--- src/rtl/uart_cmd_parser.sv ---
// Frame decoder between the UART receiver and fifo_control: SYNC, CMD, LEN_H, LEN_L[, SUM].
// Define UART_CMD_CHECKSUM_EN for the 5-byte frame with XOR checksum; default is the 4-byte frame.
module uart_cmd_parser #(
  parameter int unsigned TIMEOUT_CYC = 5_000_000,
  parameter logic [7:0]  SYNC_BYTE   = 8'hA5
) (
  input  logic        clk,
  input  logic        rst,
  input  logic [7:0]  rx_data,
  input  logic        rx_valid,
  input  logic        fifo_done,
  output logic [7:0]  cmd,
  output logic [15:0] rx_cnt,
  output logic        cmd_busy,
  output logic        frame_err,
  output logic [1:0]  err_code
);

  localparam int unsigned       TimerW     = $clog2(TIMEOUT_CYC + 1);
  localparam logic [TimerW-1:0] TimerLast  = TimerW'(TIMEOUT_CYC - 1);
  localparam logic [1:0]        ErrTimeout = 2'd2;
  localparam logic [1:0]        ErrCmd     = 2'd3;

  typedef enum logic [2:0] {
    StIdle,
    StGetCmd,
    StGetLenH,
    StGetLenL,
    StGetSum,
    StHold
  } state_e;

  state_e            state_q;
  logic [7:0]        cmd_sh_q;
  logic [7:0]        len_h_sh_q;
  logic [TimerW-1:0] timer_q;
  logic              last_byte;
  logic              cmd_ok;
  logic [15:0]       len_full;

`ifdef UART_CMD_CHECKSUM_EN
  localparam logic [1:0] ErrSum = 2'd1;
  logic [7:0] len_l_sh_q;
  logic       sum_ok;

  always_comb begin
    last_byte = (state_q == StGetSum);
    len_full  = {len_h_sh_q, len_l_sh_q};
    sum_ok    = ((cmd_sh_q ^ len_h_sh_q ^ len_l_sh_q) == rx_data);
  end
`else
  // Without a SUM byte the low length byte on the wire completes the frame.
  always_comb begin
    last_byte = (state_q == StGetLenL);
    len_full  = {len_h_sh_q, rx_data};
  end
`endif

  always_comb begin
    cmd_ok = (cmd_sh_q == 8'h01) || (cmd_sh_q == 8'h02);
  end

  always_ff @(posedge clk) begin
    if (rst) begin
      state_q    <= StIdle;
      cmd_sh_q   <= '0;
      len_h_sh_q <= '0;
`ifdef UART_CMD_CHECKSUM_EN
      len_l_sh_q <= '0;
`endif
      timer_q    <= '0;
      cmd        <= '0;
      rx_cnt     <= '0;
      cmd_busy   <= 1'b0;
      frame_err  <= 1'b0;
      err_code   <= '0;
    end else begin
      frame_err <= 1'b0;
      case (state_q)
        StIdle: begin
          timer_q <= '0;
          if (rx_valid && (rx_data == SYNC_BYTE)) begin
            state_q <= StGetCmd;
          end
        end
        StHold: begin
          // Bytes arriving here are dropped, even in the release cycle.
          if (fifo_done) begin
            state_q  <= StIdle;
            cmd      <= '0;
            rx_cnt   <= '0;
            cmd_busy <= 1'b0;
          end
        end
        default: begin
          if (rx_valid) begin
            timer_q <= '0;
            if (last_byte) begin
              state_q <= StIdle;
`ifdef UART_CMD_CHECKSUM_EN
              if (!sum_ok) begin
                frame_err <= 1'b1;
                err_code  <= ErrSum;
              end else
`endif
              if (!cmd_ok) begin
                frame_err <= 1'b1;
                err_code  <= ErrCmd;
              end else begin
                state_q  <= StHold;
                cmd      <= cmd_sh_q;
                rx_cnt   <= len_full;
                cmd_busy <= 1'b1;
              end
            end else begin
              case (state_q)
                StGetCmd: begin
                  cmd_sh_q <= rx_data;
                  state_q  <= StGetLenH;
                end
                StGetLenH: begin
                  len_h_sh_q <= rx_data;
                  state_q    <= StGetLenL;
                end
`ifdef UART_CMD_CHECKSUM_EN
                StGetLenL: begin
                  len_l_sh_q <= rx_data;
                  state_q    <= StGetSum;
                end
`endif
                default: state_q <= StIdle;
              endcase
            end
          end else if (timer_q == TimerLast) begin
            state_q   <= StIdle;
            timer_q   <= '0;
            frame_err <= 1'b1;
            err_code  <= ErrTimeout;
          end else begin
            timer_q <= timer_q + 1'b1;
          end
        end
      endcase
    end
  end

endmodule
--- config.mk ---
export PLATFORM = sky130hd
export DESIGN_NAME = uart_cmd_parser
export DESIGN_NICKNAME = d
export VERILOG_FILES = /design/src/rtl/uart_cmd_parser.sv
export SDC_FILE = /design/constraint.sdc
export NUM_CORES = 1
export LEC_CHECK = 0
export CAP_MARGIN = 10
export CORE_UTILIZATION = 54
export CTS_BUF_LIST = sky130_fd_sc_hd__clkbuf_16
export DETAILED_ROUTE_END_ITERATION = 12
export PLACE_DENSITY = 0.77
export SLEW_MARGIN = 20
export SYNTH_ARGS = -nofsm -noshare
export SYNTH_HDL_FRONTEND = slang
export SYNTH_SLANG_ARGS = --single-unit
export TNS_END_PERCENT = 1
--- constraint.sdc ---
create_clock -name clk -period 2.8 [get_ports clk]
set_input_delay 0.28 -clock clk [delete_from_list [all_inputs] [get_ports clk]]
set_output_delay 0.28 -clock clk [all_outputs]
set_load 0.03 [all_outputs]
# Word-level counts from Yosys, hierarchy flattened
# Cells that the tools add are included.
# Widths: inputs -> output; s select.
[word_totals]
reg_bits = 70
input_bits = 12
wordCells = 74
[classes]
n_bitwise = 3
mux = 34
n_addsub = 1
n_reduce_logical = 15
n_eq_ne = 12
[op_table]
columns = ["operator", "count"]
rows = [
  ["$mux 16", 4],
  ["$mux 23", 2],
  ["$pmux 23 s2", 1],
  ["$mux 8", 4],
  ["$pmux 16 s2", 1],
  ["$add 23x1->23 const B", 1],
  ["$eq 23x23->1 const B", 1],
  ["$mux 3", 6],
  ["$pmux 8 s2", 1],
  ["$reduce_and 4->1", 3],
  ["$eq 8x1->1 const B", 1],
  ["$eq 8x2->1 const B", 1],
  ["$eq 8x8->1 const B", 1],
  ["$mux 1", 8],
  ["$mux 2", 4],
  ["$reduce_bool 2->1", 4],
  ["$eq 3x2->1 const B", 2],
  ["$ne 2x2->1 const B", 3],
  ["$pmux 3 s2", 1],
  ["$reduce_and 5->1", 1],
  ["$pmux 2 s2", 1],
  ["$reduce_bool 4->1", 1],
  ["$eq 3x1->1 const B", 1],
  ["$eq 3x3->1 const B", 1],
  ["9 further kinds", 11],
]

# Logic depth before layout (Yosys ltp)
[logic_depth]
word_depth = 6
mapped_depth = 8
depth_no_buf = 6

# Worst setup path after synthesis
# Ideal clock, no wire load.
[synth_path]
path_type = "reg-to-reg"
startpoint = "register timer_q[13]"
endpoint = "register timer_q[19]"
synth_period_minus_slack_ps = 1918
path_buffers = 3
slack_ps = 882
arrival_ps = 1779
path_stages_with_launch = 9
cell_sequence = "dfxtp_1 buf_6 or4b_4 nor4_4 a21oi_2 buf_6 buf_2 a21oi_1 a311oi_1"
[synth_via]
elab_chain_cells = 4
[synth_lines]
columns = ["element", "line_no", "source"]
rows = [
  ["start: declaration", "36", "logic [TimerW-1:0] timer_q;"],
  ["start signal: assignment", "140", "timer_q <= timer_q + 1'b1;"],
  ["$add 23x1->23 / $eq 23x23->1 (equally long branches)", "140, 134", ""],
  ["$mux 23 *", "134", "end else if (timer_q == TimerLast) begin"],
  ["$mux 23 *", "96", "if (rx_valid) begin"],
  ["$pmux 23 s2 *", "79", "case (state_q)"],
]
# Mark *: on every way between the ends. The rest lies on a longest branch, timed or not.
# A chain may end at the register's enable or synchronous reset.

# Final worst setup path
[layout_path]
startpoint = "register timer_q[0]"
endpoint = "register timer_q[16]"
# The elaborated chain is that of the path after synthesis.

==> impl_metrics.ini <==
[power]
p_leak_nw = 1.26
power.density_mw_per_mm2 = 628
power_mw = 2.35
irDropWorstVdd_mv = 0.415

[sta]
timing.fmax_ghz = 0.434
setup_violations = 0
tightest_slew_ns = 0.867
rsz0062_at_grt = no
setup_tns_ns = 0
final-max-slew-violation-count = 0
clock_skew_ns = 0.00642
min_period_ns = 2.30
period_share_pct = 82.2
slew_headroom_pct = 41.6
hold_viol = 0

[yosys]
ys.flop_type = dfxtp_1
syn_nets = 335
synth_edf_count = 0
synth_warnings = 0
ys_async_sr_fraction_pct = 0
synth.distinct_cells = 53
netlist_area_mm2 = 0.00304
synth.largest_area_cell = dfxtp_1
synth-seq-area-share_pct = 46.1
ys_ff_latch = 70
yosysTopAreaCellShare_pct = 46.1
synthTopCellsByCount = dfxtp_1 (70), nand2_1 (38), nor2_1 (25)
synthTopCellsByArea = dfxtp_1 (46%), nand2_1 (4.7%), a311oi_1 (4.6%), a21oi_1 (3.8%), a22o_2 (3.6%)
syn-instance-count = 322
syn_area_per_cell_um2 = 9.43
yosysMostFrequentCell = dfxtp_1

[routing]
ant_nets = 0
via_per_inst = 5.95
wl_um = 6870
drtPass1Iterations = 4
wire_per_inst_um = 16.0
drt-initial-drc-count = 112
drc = 0
via_count = 2552

[place]
gp_congestion = 0.803
numPortBuffers = 39
hpwlAfterDp_um = 4450

[floorplan]
die_x_um = 77.0
coreArea_mm2 = 0.00527
rows = 26
die_area_mm2 = 0.00593
start_util_pct = 57.6
pin_count = 40
die_h_um = 77.0

[grt]
grt_antenna_before_repair = 0
grt_pass1_vias = 2390
grt_max_degree = 45
grt_pass1_wl_um = 11600
grt_usage_pct = 24.5
grt_overflow = 0

[critical_path]
start_kind = register
required_ns = 3.03
crit_arrival_ns = 2.54
crit_fanout = 24
endpoint_kind = register
critical_path_class = reg -> reg

[finish]
antenna_cells = 0
drive_gt1_share_pct = 13.1
nets = 367
syn_to_final_growth_pct = 23.0

[clock_tree]
clock_latency_ns = 0.33
cts.reportedPaths.clkPinSlew_ns = 0.06
cts_setup_buffers = 0
clk_path_buf_depth = 2
post_cts_resized = 0
clockRootBuffer = clkbuf_16
hold_buffers = 0
cts_buffers = 9
cts_sinks = 70
htree_levels = 3
cts_tree = yes

[worst_hold_path]
hold_class = reg -> reg

[flow_run]
cap_violations = 0

[outcome]
outcome = finished clean
-- path summary, 6_finish.rpt --
kind	slack (ns)	endpoint	startpoint	depth (start not counted)
max	0.50	timer_q[16]$_SDFFE_PP0N_	timer_q[0]$_SDFFE_PP0N_	7
min	0.46	cmd_busy$_SDFFE_PP0P_	cmd_busy$_SDFFE_PP0P_	1
min reg2reg	0.46	cmd_busy$_SDFFE_PP0P_	cmd_busy$_SDFFE_PP0P_	1
max reg2reg	0.50	timer_q[16]$_SDFFE_PP0N_	timer_q[0]$_SDFFE_PP0N_	7
-- cells in the final DEF, fill, tap and decap left out, types with 2 or more instances in the layout --
master            n
a21oi_1          23
a22o_1            7
a22o_2           11
a22oi_1           2
a311oi_1         16
a31oi_1           7
a41oi_1           3
and2_1            5
and3_1            5
and3_2            4
and4_1            2
buf_4             4
bufinv_16         3
clkbuf_16         9
clkdlybuf4s50_1  39
clkinv_4          2
dfxtp_1          70
inv_1             4
mux2i_1           9
nand2_1          38
nand2b_1          2
nand3_1           9
nand4_1           5
nand4b_1          3
nor2_1           25
nor2b_1           2
nor3_1            4
nor4_1            3
o21a_1            2
o21ai_0           7
o21ai_1           2
or2b_1            5
or3_1             2
or4_1             3
xor2_1            2
-- where the power goes --
part,switching [mW],internal [mW]
sequential,0.000115,0.996
combinational,0.0300,0.0183
clock,0.428,0.874
-- critical path, cell delays in order, from the launching register on --
cell,delay (ns)
dfxtp_1,0.36
ha_1,0.24
nand3_1,0.11
nor3_1,0.10
a21oi_2,0.66
buf_12,0.24
or2b_1,0.24
a311oi_1,0.25
-- flip-flops by register name (all words and copies together), names as in the netlist --
signal / flops
timer_q: 23
rx_cnt: 16
cmd: 8
cmd_sh_q: 8
len_h_sh_q: 8
state_q: 3
err_code: 2
cmd_busy: 1
frame_err: 1
-- metrics by stage --
step	instance area (µm²)	hold slack [ns]	utilization [%]	instances	worst slack [ns]
2_1_floorplan	3040	0.405	-	322	0.882
3_3_place_gp	3390	0.444	64.3	413	0.337
3_5_place_dp	3390	0.449	64.3	413	0.275
4_1_cts	3740	0.463	70.9	429	0.525
5_1_grt	3740	0.480	70.9	429	0.192
6_report	3740	0.459	70.9	429	0.497
-- cell type report --
class                   instances  area [µm²]
multi-input cells             225        1450
fillers                       416        1530
inverters                       4        15.0
clock inverters                 7         121
flip-flops and latches         70        1400
well taps                      70        87.6
repair buffers                 44         440
clock buffers                   9         225
-- cell families after synthesis --
group           share of synthesized area (%)
xor+xnor                                0.577
fa+ha+maj                               0.412
simple gates                             22.9
mux                                      3.34
flops                                    46.1
compound gates                           20.3
buf+inv                                  6.30
-- per-layer routing --
layer	up-vias	track usage [%]	part of all wire, %
li1	1255	-	-
met1	1224	28.7	44
met2	61	42.7	51
met3	12	4.05	3.4
met4	0	12.8	1.9
met5	-	0	0
No activity file was read; power rests on OpenSTA's default activity.
